[config.mk]
export PLATFORM = sky130hd
export DESIGN_NAME = fb_block_writer
export DESIGN_NICKNAME = d
export VERILOG_FILES = /design/src/rtl/petris_vga_pkg.sv /design/src/rtl/fb_raster_counter.sv /design/src/rtl/fb_block_writer.sv
export SDC_FILE = /design/constraint.sdc
export NUM_CORES = 1
export LEC_CHECK = 0
export ABC_CLOCK_PERIOD_IN_PS = 3300
export BUFFER_PORTS_ARGS = -buffer_cell sky130_fd_sc_hd__buf_4
export CORE_ASPECT_RATIO = 1.25
export CORE_MARGIN = 1
export CORE_UTILIZATION = 55
export CTS_BUF_LIST = sky130_fd_sc_hd__clkbuf_8
export DETAILED_ROUTE_END_ITERATION = 10
export MAX_ROUTING_LAYER = met4
export PLACE_DENSITY = 0.75
export SETUP_SLACK_MARGIN = 0.5
export SLEW_MARGIN = 30
export SYNTH_ARGS = -nofsm -noshare
export SYNTH_HDL_FRONTEND = slang
export SYNTH_HIERARCHICAL = 1
export SYNTH_SLANG_ARGS = --single-unit
[constraint.sdc]
create_clock -name clock -period 3.3 [get_ports clock]
set_input_delay 0.495 -clock clock [delete_from_list [all_inputs] [get_ports clock]]
set_output_delay 0.495 -clock clock [all_outputs]
set_load 0.1 [all_outputs]
[src/rtl/petris_vga_pkg.sv]
// Shared VGA/frame-buffer definitions: geometry defaults, colour encoding,
// command opcodes and the block-writer state encoding.
package petris_vga_pkg;

   localparam int FB_WIDTH_DEF  = 800;
   localparam int FB_HEIGHT_DEF = 525;

   // Pixel word is {B,G,R}
   localparam int R_BIT = 0;
   localparam int G_BIT = 1;
   localparam int B_BIT = 2;

   localparam logic [2:0] BLACK   = 3'b000;
   localparam logic [2:0] RED     = 3'b001;
   localparam logic [2:0] GREEN   = 3'b010;
   localparam logic [2:0] YELLOW  = 3'b011;
   localparam logic [2:0] BLUE    = 3'b100;
   localparam logic [2:0] MAGENTA = 3'b101;
   localparam logic [2:0] CYAN    = 3'b110;
   localparam logic [2:0] WHITE   = 3'b111;

   localparam logic OP_DRAW  = 1'b0;
   localparam logic OP_CLEAR = 1'b1;

   typedef enum logic [1:0] {
      IDLE  = 2'd0,
      DRAW  = 2'd1,
      CLEAR = 2'd2
   } fb_state_e;

   function automatic logic in_frame(input logic [11:0] x, input logic [11:0] y,
                                     input logic [11:0] w, input logic [11:0] h);
      return (x < w) && (y < h);
   endfunction

endpackage

[src/rtl/fb_raster_counter.sv]
// Nested x/y raster counter with runtime limits. Offsets hold the position
// that will be emitted on the next step; last rises once the final position
// has been stepped past, and stays high until the next start.
module fb_raster_counter (
   input  logic       clock,
   input  logic       reset_n,
   input  logic       start,
   input  logic       advance,
   input  logic [9:0] x_limit,
   input  logic [9:0] y_limit,
   output logic [9:0] x_off,
   output logic [9:0] y_off,
   output logic       last
);

   logic [9:0] x_off_r;
   logic [9:0] y_off_r;
   logic       last_r;
   logic [9:0] cur_x_s;
   logic [9:0] cur_y_s;
   logic       x_wrap_s;
   logic       at_end_s;

   // A start restarts the scan from the origin position
   always_comb begin
      cur_x_s = x_off_r;
      cur_y_s = y_off_r;
      if (start) begin
         cur_x_s = 10'd0;
         cur_y_s = 10'd0;
      end else begin
         cur_x_s = x_off_r;
         cur_y_s = y_off_r;
      end
      x_wrap_s = (cur_x_s == x_limit);
      at_end_s = x_wrap_s && (cur_y_s == y_limit);
   end

   // Step the offsets in raster order, flagging completion at the end
   always_ff @(posedge clock or negedge reset_n) begin
      if (!reset_n) begin
         x_off_r <= 10'd0;
         y_off_r <= 10'd0;
         last_r  <= 1'b0;
      end else if (start || advance) begin
         if (at_end_s) begin
            x_off_r <= 10'd0;
            y_off_r <= 10'd0;
            last_r  <= 1'b1;
         end else if (x_wrap_s) begin
            x_off_r <= 10'd0;
            y_off_r <= cur_y_s + 10'd1;
            last_r  <= 1'b0;
         end else begin
            x_off_r <= cur_x_s + 10'd1;
            y_off_r <= cur_y_s;
            last_r  <= 1'b0;
         end
      end else begin
         x_off_r <= x_off_r;
         y_off_r <= y_off_r;
         last_r  <= last_r;
      end
   end

   assign x_off = x_off_r;
   assign y_off = y_off_r;
   assign last  = last_r;

endmodule

[src/rtl/fb_block_writer.sv]
// Command-driven frame-buffer writer: fills one game cell or clears the whole
// buffer, emitting one registered pixel write per clock with edge clipping.
module fb_block_writer
   import petris_vga_pkg::*;
#(
   parameter int FB_WIDTH   = FB_WIDTH_DEF,
   parameter int FB_HEIGHT  = FB_HEIGHT_DEF,
   parameter int BLOCK_SIZE = 16,
   parameter int ORIGIN_X   = 0,
   parameter int ORIGIN_Y   = 0
)(
   input  logic       clock,
   input  logic       reset_n,
   input  logic       cmd_valid,
   output logic       cmd_ready,
   input  logic       cmd_op,
   input  logic [5:0] cmd_col,
   input  logic [5:0] cmd_row,
   input  logic [2:0] cmd_color,
   output logic       fb_we,
   output logic [9:0] fb_x,
   output logic [9:0] fb_y,
   output logic [2:0] fb_pixel,
   output logic       busy
);

   localparam logic [9:0]  BLK_LIMIT = 10'(BLOCK_SIZE - 1);
   localparam logic [9:0]  FBX_LIMIT = 10'(FB_WIDTH - 1);
   localparam logic [9:0]  FBY_LIMIT = 10'(FB_HEIGHT - 1);
   localparam logic [11:0] FB_W12    = 12'(FB_WIDTH);
   localparam logic [11:0] FB_H12    = 12'(FB_HEIGHT);
   localparam logic [11:0] ORG_X12   = 12'(ORIGIN_X);
   localparam logic [11:0] ORG_Y12   = 12'(ORIGIN_Y);
   localparam logic [11:0] BLK12     = 12'(BLOCK_SIZE);

   fb_state_e  state_r;
   logic       op_r;
   logic [11:0] base_x_r;
   logic [11:0] base_y_r;

   logic       op_sel_s;
   logic       start_s;
   logic       advance_s;
   logic       scan_last_s;
   logic [9:0] x_limit_s;
   logic [9:0] y_limit_s;
   logic [9:0] x_off_s;
   logic [9:0] y_off_s;
   logic [11:0] cmd_bx_s;
   logic [11:0] cmd_by_s;
   logic [11:0] emit_x_s;
   logic [11:0] emit_y_s;
   logic       emit_in_s;

   assign cmd_ready = (state_r == IDLE);
   assign start_s   = cmd_valid && (state_r == IDLE);
   assign advance_s = (state_r != IDLE) && !scan_last_s;

   // Scan limits follow the incoming op at accept, the latched op afterwards
   always_comb begin
      op_sel_s  = op_r;
      x_limit_s = BLK_LIMIT;
      y_limit_s = BLK_LIMIT;
      if (state_r == IDLE) begin
         op_sel_s = cmd_op;
      end else begin
         op_sel_s = op_r;
      end
      if (op_sel_s == OP_CLEAR) begin
         x_limit_s = FBX_LIMIT;
         y_limit_s = FBY_LIMIT;
      end else begin
         x_limit_s = BLK_LIMIT;
         y_limit_s = BLK_LIMIT;
      end
   end

   // Base of the incoming command and the next pixel position to emit
   always_comb begin
      cmd_bx_s = 12'd0;
      cmd_by_s = 12'd0;
      emit_x_s = 12'd0;
      emit_y_s = 12'd0;
      if (cmd_op == OP_CLEAR) begin
         cmd_bx_s = 12'd0;
         cmd_by_s = 12'd0;
      end else begin
         cmd_bx_s = ORG_X12 + (12'(cmd_col) * BLK12);
         cmd_by_s = ORG_Y12 + (12'(cmd_row) * BLK12);
      end
      if (state_r == IDLE) begin
         emit_x_s = cmd_bx_s;
         emit_y_s = cmd_by_s;
      end else begin
         emit_x_s = base_x_r + {2'b00, x_off_s};
         emit_y_s = base_y_r + {2'b00, y_off_s};
      end
      emit_in_s = in_frame(emit_x_s, emit_y_s, FB_W12, FB_H12);
   end

   fb_raster_counter u_raster (
      .clock   (clock),
      .reset_n (reset_n),
      .start   (start_s),
      .advance (advance_s),
      .x_limit (x_limit_s),
      .y_limit (y_limit_s),
      .x_off   (x_off_s),
      .y_off   (y_off_s),
      .last    (scan_last_s)
   );

   // Command FSM with registered pixel-write outputs
   always_ff @(posedge clock or negedge reset_n) begin
      if (!reset_n) begin
         state_r  <= IDLE;
         op_r     <= OP_DRAW;
         base_x_r <= 12'd0;
         base_y_r <= 12'd0;
         fb_we    <= 1'b0;
         fb_x     <= 10'd0;
         fb_y     <= 10'd0;
         fb_pixel <= 3'b000;
         busy     <= 1'b0;
      end else begin
         case (state_r)
            IDLE: begin
               if (cmd_valid) begin
                  if (cmd_op == OP_CLEAR) begin
                     state_r <= CLEAR;
                  end else begin
                     state_r <= DRAW;
                  end
                  op_r     <= cmd_op;
                  base_x_r <= cmd_bx_s;
                  base_y_r <= cmd_by_s;
                  fb_we    <= emit_in_s;
                  fb_x     <= emit_x_s[9:0];
                  fb_y     <= emit_y_s[9:0];
                  fb_pixel <= cmd_color;
                  busy     <= 1'b1;
               end else begin
                  fb_we <= 1'b0;
                  busy  <= 1'b0;
               end
            end
            DRAW, CLEAR: begin
               if (scan_last_s) begin
                  state_r <= IDLE;
                  fb_we   <= 1'b0;
                  busy    <= 1'b0;
               end else begin
                  fb_we <= emit_in_s;
                  fb_x  <= emit_x_s[9:0];
                  fb_y  <= emit_y_s[9:0];
                  busy  <= 1'b1;
               end
            end
            default: begin
               state_r <= IDLE;
               fb_we   <= 1'b0;
               busy    <= 1'b0;
            end
         endcase
      end
   end

endmodule

==> results.cfg, run 1 <==
[status]
status = completed

[power]
ir_drop_uv = 635
powerDensity_nw_per_um2 = 983
p_leak_nw = 2.21

[timing]
hold_slack_ns = 0.213
hold_viol_final = 0
fin_skew_ns = 0.0140
setup_ws_ns = 0.701
finalCritPeriodShare_pct = 78.8
timing.slew.headroom_pct = 48.6
setup_tns_ns = 0
slew_violations = 0
setup_viol = 0
max_freq_ghz = 0.385
tightest_slew_ns = 0.771
min_period_ns = 2.60
rsz0062_at_grt = no

[clock_tree]
cts_buffer_depth = 2
root_buffer = clkbuf_8
holdBufCountCts = 0
cts.sinks = 61
clk_latency_ns = 0.35
clk_pin_slew_worst_paths_ns = 0.08
htreeDepth = 3
numCtsBuffers = 9
cts_tree = yes

[synthesis]
yosysWarnings = 6
syn_inst = 438
synth.distinct_cells = 68
synth_top_family_by_area = compound AO/OA/AOI/OAI gates
syn_avg_cell_area_sq_um = 9.00
synth_mux_area_share_pct = 3.78
synthArstFlopShare_pct = 100
syn_area_sq_um = 3940
synth_ff_type = dfrtp_1
post_synth_xor_area_fraction_pct = 3.11
synth_simple_gate_area_share_pct = 18.2
synth_compound_area_share_pct = 25.1
synthAdderAreaFrac_pct = 5.78
ys_ff_latch = 61
ys_seq_area_share_pct = 38.7
synth_edf_count = 0

[final_layout]
layout-drive-gt1-share_pct = 19.7
diodes = 0
syn_to_final_growth_pct = 22.7
fin_area_sq_um = 4840
final_nets = 563

[global_routing]
overflow = 0
grt_pass1_vias = 3468
grt_max_degree = 62
grt_pass1_wl_mm = 16.8
antenna_found_initial = 0
track_usage_pct = 29.4

[drt]
num_vias = 3660
drcViolationCount = 0
met1Wirelength_mm = 4.36
antenna_left = 0
drt-initial-drc-count = 216
wire_per_inst_microns = 16.4
vias_per_cell = 5.88
wl_met3_microns = 611
top_layer_used = met4
drt-total-wl_mm = 10.2
detail_route.first_pass.iterations = 5
met2_length_mm = 5.05

[job]
cap_violations = 0

[die]
die_x_microns = 77.7
initial_core_util_pct = 56.9
pin_count = 45
rows = 34
die-area_sq_um = 7510
coreArea_sq_um = 6930
die_h_microns = 96.7

[setup_path]
setup.worst_path.start_class = register
r2r_cells = 12
cpMaxStageDelayCell = dfrtp_1
critPathMaxFanout = 26
required_ns = 3.53
crit_top_cell = buf_4
end_kind = register
timing.rr.start = state_r[1]$_DFFE_PN0P_
path_delay_family = buffers and inverters
cpPeakStageDelay_ns = 0.39
regToRegSetupSlack_ns = 0.70
cp.buffers_inverters = 5
r2r_end = u_raster/x_off[5]$_DFFE_PN0P_
critical_path_class = reg -> reg
path_cells = inv_2 -> ha_4 -> nand2_2 -> inv_6 -> inv_1 -> buf_4 -> nand4_1 -> a32o_1 -> nor3_2 -> buf_4 -> o21ai_1 -> a31o_1
cp.arrival_ns = 2.83

[placement]
placed_cell_area_sq_um = 4530
dp_hpwl_mm = 7.10
pre_cts_ws_ns = 0.507
place.gp.congestion = 0.868
portBuffers = 44

[hold_path]
min_path_type = in -> async
-- final cells by class --
type / instances / area (sq um)
Multi-Input combinational cell: 372 / 2430
Fill cell: 555 / 2100
Sequential cell: 61 / 1530
Timing Repair Buffer: 62 / 465
Clock buffer: 9 / 124
Tap cell: 90 / 113
Clock inverter: 7 / 91.3
Inverter: 21 / 86.3
-- cells in the mapped netlist (3+ instances only) --
| library cell | instances | area [sq um] |
|---|---|---|
| a211oi_1 | 8 | 60.1 |
| a21o_1 | 4 | 30.0 |
| a21oi_1 | 11 | 55.1 |
| a22o_1 | 8 | 70.1 |
| a2bb2oi_1 | 3 | 26.3 |
| a31o_1 | 3 | 26.3 |
| a31oi_1 | 11 | 68.8 |
| a32o_1 | 5 | 50.1 |
| and3_1 | 7 | 43.8 |
| buf_2 | 9 | 45.0 |
| clkbuf_1 | 11 | 41.3 |
| dfrtp_1 | 61 | 1530 |
| ha_1 | 15 | 188 |
| inv_1 | 17 | 63.8 |
| inv_2 | 3 | 11.3 |
| mux2_2 | 7 | 78.8 |
| mux2i_1 | 7 | 70.1 |
| nand2_1 | 52 | 195 |
| nand3_1 | 8 | 40.0 |
| nand4_1 | 5 | 31.3 |
| nor2_1 | 29 | 109 |
| nor2b_1 | 8 | 50.1 |
| nor3_1 | 7 | 35.0 |
| nor4_1 | 4 | 25.0 |
| nor4bb_1 | 5 | 50.1 |
| o2111ai_1 | 4 | 35.0 |
| o21ai_0 | 38 | 190 |
| o21ai_1 | 5 | 25.0 |
| o21bai_1 | 3 | 22.5 |
| o22ai_1 | 8 | 50.1 |
| o31ai_1 | 3 | 22.5 |
| o32ai_1 | 7 | 61.3 |
| xnor2_1 | 11 | 96.3 |
| xor2_1 | 3 | 26.3 |
-- state kept, by name, summed over array words and instances (netlist names), 2 cells and up --
signal          cells
u_raster/x_off     10
base_x_r            6
fb_x               10
u_raster/y_off     10
base_y_r            6
state_r             2
fb_y               10
fb_pixel            3
-- power breakdown --
group | internal [mW] | switching (mW) | total, mW
sequential | 0.998 | 0.236 | 1.23
clock | 0.421 | 0.317 | 0.738
combinational | 0.864 | 1.92 | 2.78
-- layout by cell type (no fill, tap or decap), types with 4 or more instances in the layout --
master	count
a32o_1	5
nor2b_1	8
and3_1	7
a31oi_1	11
inv_1	15
clkbuf_8	9
nand2_1	51
ha_1	14
a21oi_1	11
conb_1	42
o32ai_1	6
o21ai_0	38
a211oi_1	8
nor2_1	28
mux2_2	7
nand3_1	8
a21o_1	4
inv_2	4
buf_4	62
xnor2_1	11
dfrtp_1	61
o2111ai_1	4
nand4_1	5
nor3_1	7
mux2i_1	6
nor4bb_1	5
o22ai_1	8
a22o_1	8
o21ai_1	5
-- through the flow --
step           util (%)  total power [mW]  instances
3_5_place_dp       65.3              3.92        597
3_3_place_gp       65.3              3.88        597
2_1_floorplan         -              3.37        478
5_1_grt            69.8              5.04        622
6_report           69.8              4.76        622
4_1_cts            68.5              4.67        614
-- kinds of logic (layout without fill, tap and decap cells) --
group / Yosys count / count (layout)
simple gates: 143 / 143
compound gates: 142 / 142
flops: 61 / 61
buf+inv: 45 / 99
fa+ha+maj: 17 / 17
xor+xnor: 14 / 14
mux: 14 / 14
other cells: 2 / 42
-- per-layer routing --
layer	vias up	track usage (%)
li1	1761	-
met4	0	12.2
met3	20	5.66
met2	143	47.5
met5	-	-
met1	1736	35.9
-- repair_timing --
item / 4_1_cts / 5_1_grt
hold endpoints to repair: 0 / 0
endpoints found under the setup margin: 1 / 13
pin swaps: 1 / 2
setup buffers: 1 / 8
resized for setup: 0 / 5
gates cloned: 0 / 0
-- worst max path at each step --
stage / from / depth (start not counted) / slack, ns / end
global placement: state_r[1]$_DFFE_PN0P_ / 10 / 0.58 / u_raster/y_off[0]$_DFFE_PN0P_
finish: state_r[1]$_DFFE_PN0P_ / 12 / 0.70 / u_raster/x_off[5]$_DFFE_PN0P_
global route: state_r[1]$_DFFE_PN0P_ / 11 / 0.55 / u_raster/y_off[3]$_DFFE_PN0P_
floorplan: state_r[1]$_DFFE_PN0P_ / 13 / 0.40 / u_raster/x_off[6]$_DFFE_PN0P_
detailed placement: state_r[1]$_DFFE_PN0P_ / 9 / 0.51 / u_raster/y_off[1]$_DFFE_PN0P_
CTS: state_r[0]$_DFFE_PN0P_ / 12 / 0.51 / u_raster/x_off[5]$_DFFE_PN0P_
No activity file was read; power rests on OpenSTA's default activity.
==> run 2, diff against run 1 <==
--- a/config.mk
+++ b/config.mk
@@ -5,7 +5,7 @@
 export SDC_FILE = /design/constraint.sdc
 export NUM_CORES = 1
 export LEC_CHECK = 0
-export ABC_CLOCK_PERIOD_IN_PS = 3300
+export ABC_CLOCK_PERIOD_IN_PS = 2100
 export BUFFER_PORTS_ARGS = -buffer_cell sky130_fd_sc_hd__buf_4
 export CORE_ASPECT_RATIO = 1.25
 export CORE_MARGIN = 1
==> constraint.sdc (replaced) <==
create_clock -name clock -period 2.1 [get_ports clock]
set_input_delay 0.315 -clock clock [delete_from_list [all_inputs] [get_ports clock]]
set_output_delay 0.315 -clock clock [all_outputs]
set_load 0.1 [all_outputs]
==> results.cfg, run 2 (synthesized netlist as in run 1, its figures left out) <==
[status]
status = finished with violations
violations = setup timing

[drt]
antenna_left = 0
drcViolationCount = 0
detail_route.first_pass.iterations = 4
wire_per_inst_microns = 17.0
drt-total-wl_mm = 11.2
num_vias = 3883
vias_per_cell = 5.88
drt-initial-drc-count = 208

[setup_path]
setup.worst_path.start_class = register
cpPeakStageDelay_ns = 0.42
critPathMaxFanout = 9
regToRegSetupSlack_ns = -0.35
path_cells = inv_2 -> ha_4 -> mux2i_4 -> inv_4 -> xnor2_2 -> and4_4 -> o32ai_4 -> or3_4 -> o21ai_4 -> o32ai_1
end_kind = register
critical_path_class = reg -> reg
required_ns = 2.31
cp.arrival_ns = 2.65
cpMaxStageDelayCell = or3_4

[die]
die_x_microns = 77.7
die_h_microns = 96.7
die-area_sq_um = 7510
pin_count = 45
initial_core_util_pct = 56.9
rows = 34
coreArea_sq_um = 6930

[power]
p_total_mw = 7.80
ir_drop_uv = 1350
powerDensity_nw_per_um2 = 1470
p_leak_nw = 2.43

[clock_tree]
htreeDepth = 3
numCtsBuffers = 9
holdBufCountCts = 0
root_buffer = clkbuf_8
cts.sinks = 61
clk_latency_ns = 0.34
cts_buffer_depth = 2
clk_pin_slew_worst_paths_ns = 0.07
cts_tree = yes

[timing]
rsz0062_at_grt = yes
setup_tns_ns = -5.28
timing.slew.headroom_pct = 47.8
min_period_ns = 2.45
hold_viol_final = 0
slew_violations = 0
max_freq_ghz = 0.409
setup_ws_ns = -0.346
setup_viol = 22
fin_skew_ns = 0.00715
finalCritPeriodShare_pct = 116
tightest_slew_ns = 0.784

[global_routing]
antenna_found_initial = 0
grt_pass1_wl_mm = 18.5
overflow = 0
track_usage_pct = 32.4
grt_max_degree = 62
grt_pass1_vias = 3971

[final_layout]
final_common_cell = buf_4
diodes = 0
syn_to_final_growth_pct = 35.0
final_nets = 601
stdcell_count = 660
layout-drive-gt1-share_pct = 31.2
mostFrequentLayoutCells = buf_4 (94), dfrtp_1 (56), nand2_1 (51)
fin_area_sq_um = 5320

[placement]
portBuffers = 44
placed_cell_area_sq_um = 4840
pre_cts_ws_ns = -0.273
place.gp.congestion = 0.916
dp_hpwl_mm = 7.60
dp_cells = 636

[hold_path]
min_path_type = in -> async

[job]
cap_violations = 0
-- run 2: cell types whose count changed in the layout (fill, tap and decap cells not counted), sizes merged --
cell	before	now
buf	62	99
or3	2	3
inv	21	22
clkinv	2	3
bufinv	2	0
-- run 2: metal layers --
layer | vias to the layer above | track usage (%) | routed length (microns)
met5 | - | - | 0
met2 | 157 | 54.1 | 5660
met3 | 37 | 3.58 | 544
met1 | 1858 | 38.2 | 4580
li1 | 1831 | - | -
met4 | 0 | 16.8 | 410
-- run 2: cell type report --
cell class | instances | area, sq um
Tap cell | 90 | 113
Inverter | 21 | 87.6
Fill cell | 481 | 1610
Timing Repair Buffer | 99 | 762
Clock buffer | 9 | 124
Multi-Input combinational cell | 373 | 2670
Clock inverter | 7 | 36.3
Sequential cell | 61 | 1530
-- run 2: path summary, 6_finish.rpt --
| check | from | endpoint | cells past startpoint |
|---|---|---|---|
| worst min register to register | fb_y[8]$_DFFE_PN0P_ | fb_y[8]$_DFFE_PN0P_ | 2 |
| worst max register to register | state_r[0]$_DFFE_PN0P_ | u_raster/y_off[1]$_DFFE_PN0P_ | 10 |
| max in group asynchronous | reset_n | u_raster/y_off[5]$_DFFE_PN0P_ | 1 |
| worst min-delay path | reset_n | fb_x[6]$_DFFE_PN0P_ | 1 |
| worst max-delay path | state_r[0]$_DFFE_PN0P_ | u_raster/y_off[1]$_DFFE_PN0P_ | 10 |
| min in group clock | cmd_color[0] | fb_pixel[0]$_DFFE_PN0P_ | 2 |
-- run 2: timing repair --
item,CTS,global route
gates cloned,1,0
buffers inserted,4,3
setup endpoints to repair,42,43
resized for setup,29,26
pin swaps,9,15
hold endpoints to repair,0,0
-- run 2: critical path, delay by kind of cell (launching register included) --
kind | cells | cell delay (ns)
xor gates and xnor gates | 1 | 0.17
DFF | 1 | 0.40
muxes | 1 | 0.26
adders and majority gates | 1 | 0.16
buffers and inverters | 2 | 0.18
AOI/OAI and AO/OA | 3 | 0.48
and+or+nand+nor | 2 | 0.65
-- run 2: power breakdown --
group	total (mW)	switching (mW)	internal (mW)
clock network	0.901	0.490	0.411
logic	4.99	3.30	1.69
registers	1.91	0.342	1.57
-- run 2: through the flow --
step	hold slack (ns)	util, %
floorplan	0.0194	-
detailed placement	0.443	69.8
CTS	0.0825	74.3
global placement	0.437	69.8
finish	0.0550	76.8
global route	0.122	76.8
==> run 3, diff against run 2 <==
==> constraint.sdc (replaced) <==
create_clock -name clock -period 2.1 [get_ports clock]
set_input_delay 0 -clock clock [delete_from_list [all_inputs] [get_ports clock]]
set_output_delay 0 -clock clock [all_outputs]
set_load 0.1 [all_outputs]
==> results.cfg, run 3 (synthesized netlist as in run 1, its figures left out) <==
[status]
status = finished with violations
violations = setup timing

[setup_path]
regToRegSetupSlack_ns = -0.28
path_cells = inv_2 -> ha_4 -> mux2i_4 -> inv_4 -> nor4_2 -> o32ai_4 -> or3_4 -> o21ai_4 -> o32ai_2
end_kind = register
path_delay_family = simple AND/OR/NAND/NOR gates
required_ns = 2.32
timing.rr.start = state_r[1]$_DFFE_PN0P_
cpMaxStageDelayCell = or3_4
setup.worst_path.start_class = register
critical_path_class = reg -> reg
setup.worst_path.start = state_r[1]$_DFFE_PN0P_
cp.arrival_ns = 2.60
cpPeakStageDelay_ns = 0.42
critPathMaxFanout = 9
cp.buffers_inverters = 2

[hold_path]
min_path_type = in -> reg
min_from = cmd_col[5]

[clock_tree]
cts_buffer_depth = 2
numCtsBuffers = 9
clk_pin_slew_worst_paths_ns = 0.07
clk_latency_ns = 0.35
root_buffer = clkbuf_8
cts.sinks = 61
htreeDepth = 3
cts_tree = yes

[final_layout]
fin_util_pct = 78.4
syn_to_final_growth_pct = 37.9
final_common_cell = buf_4
mostFrequentLayoutCells = buf_4 (92), dfrtp_1 (58), nand2_1 (51)
stdcell_count = 672
diodes = 0
layout-drive-gt1-share_pct = 29.0
fill_cells = 471
fin_area_sq_um = 5440
final_nets = 613

[drt]
num_vias = 4047
antenna_left = 0
drt-total-wl_mm = 11.7
detail_route.first_pass.iterations = 6
drcViolationCount = 0
vias_per_cell = 6.02
wire_per_inst_microns = 17.5
drt-initial-drc-count = 349

[global_routing]
grt_pass1_wl_mm = 18.7
grt_max_degree = 62
overflow = 0
grt_pass1_vias = 3933
track_usage_pct = 33.1
antenna_found_initial = 0

[placement]
pre_cts_ws_ns = -0.233
dp_hpwl_mm = 7.81
dp_cells = 636
place.gp.congestion = 0.895
portBuffers = 44
placed_cell_area_sq_um = 4850

[die]
die_h_microns = 96.7
pin_count = 45
die-area_sq_um = 7510
rows = 34
die_x_microns = 77.7
initial_core_util_pct = 56.9
coreArea_sq_um = 6930

[timing]
min_period_ns = 2.38
fin_skew_ns = 0.00827
setup_tns_ns = -4.39
hold_slack_ns = 0.00375
tightest_slew_ns = 0.797
rsz0062_at_grt = yes
hold_viol_final = 0
setup_ws_ns = -0.282
setup_viol = 22
slew_violations = 0
max_freq_ghz = 0.420
timing.slew.headroom_pct = 46.8
finalCritPeriodShare_pct = 113

[power]
p_total_mw = 8.03
powerDensity_nw_per_um2 = 1480
ir_drop_uv = 1250
p_leak_nw = 2.50

[job]
cap_violations = 0
[run 3: cell count changes in the layout (fill, tap and decap cells not counted), sizes merged]
cell	before	now
buf	99	98
bufinv	0	1
clkbuf	9	12
clkinv	3	2
clkinvlp	3	1
dlygate4sd3	0	13
inv	22	21
[run 3: worst paths after layout]
| kind | endpoint | depth (start not counted) |
|---|---|---|
| setup / recovery | u_raster/y_off[0]$_DFFE_PN0P_ | 9 |
| hold / removal | base_x_r[9]$_DFFE_PN0P_ | 3 |
| setup reg to reg | u_raster/y_off[0]$_DFFE_PN0P_ | 9 |
| hold reg to reg | fb_y[8]$_DFFE_PN0P_ | 2 |
| max in group asynchronous | u_raster/y_off[5]$_DFFE_PN0P_ | 2 |
| min in group asynchronous | fb_pixel[1]$_DFFE_PN0P_ | 2 |
[run 3: final cells by class]
class	count	area (sq um)	share of cell area [%]
Clock buffer	12	165	3.04
Clock inverter	4	46.3	0.852
Tap cell	90	113	2.07
Inverter	21	83.8	1.54
Sequential cell	61	1530	28.1
Timing Repair Buffer	111	901	16.6
Multi-Input combinational cell	373	2600	47.8
[run 3: what timing repair did]
item | 4_1_cts | 5_1_grt
setup endpoints to repair | 41 | 46
pin swaps | 7 | 8
hold endpoints to repair | 74 | 0
hold buffers | 13 | 0
setup buffers | 3 | 3
cloned | 1 | 0
resized for setup | 20 | 21
[run 3: power breakdown]
part / switching (mW) / total [mW] / internal (mW)
sequential: 0.341 / 1.91 / 1.57
combinational: 3.30 / 4.99 / 1.69
clock: 0.488 / 1.13 / 0.639
total: 4.13 / 8.03 / 3.90
[run 3: worst reg2reg max path: cells and delay by family (launching register included)]
kind | cells | cell delay [ns]
AO/OA/AOI/OAI | 3 | 0.51
adder cells (fa/ha/maj) | 1 | 0.16
buffers and inverters | 2 | 0.17
flip-flops | 1 | 0.40
multiplexers | 1 | 0.26
AND/OR/NAND/NOR | 2 | 0.73
[run 3: routing by layer]
layer	global-route usage, %	wire [microns]	up-vias
met5	-	0	-
met4	16.0	399	0
met3	5.85	835	50
met2	53.6	5900	199
met1	39.5	4600	1933
li1	-	-	1865
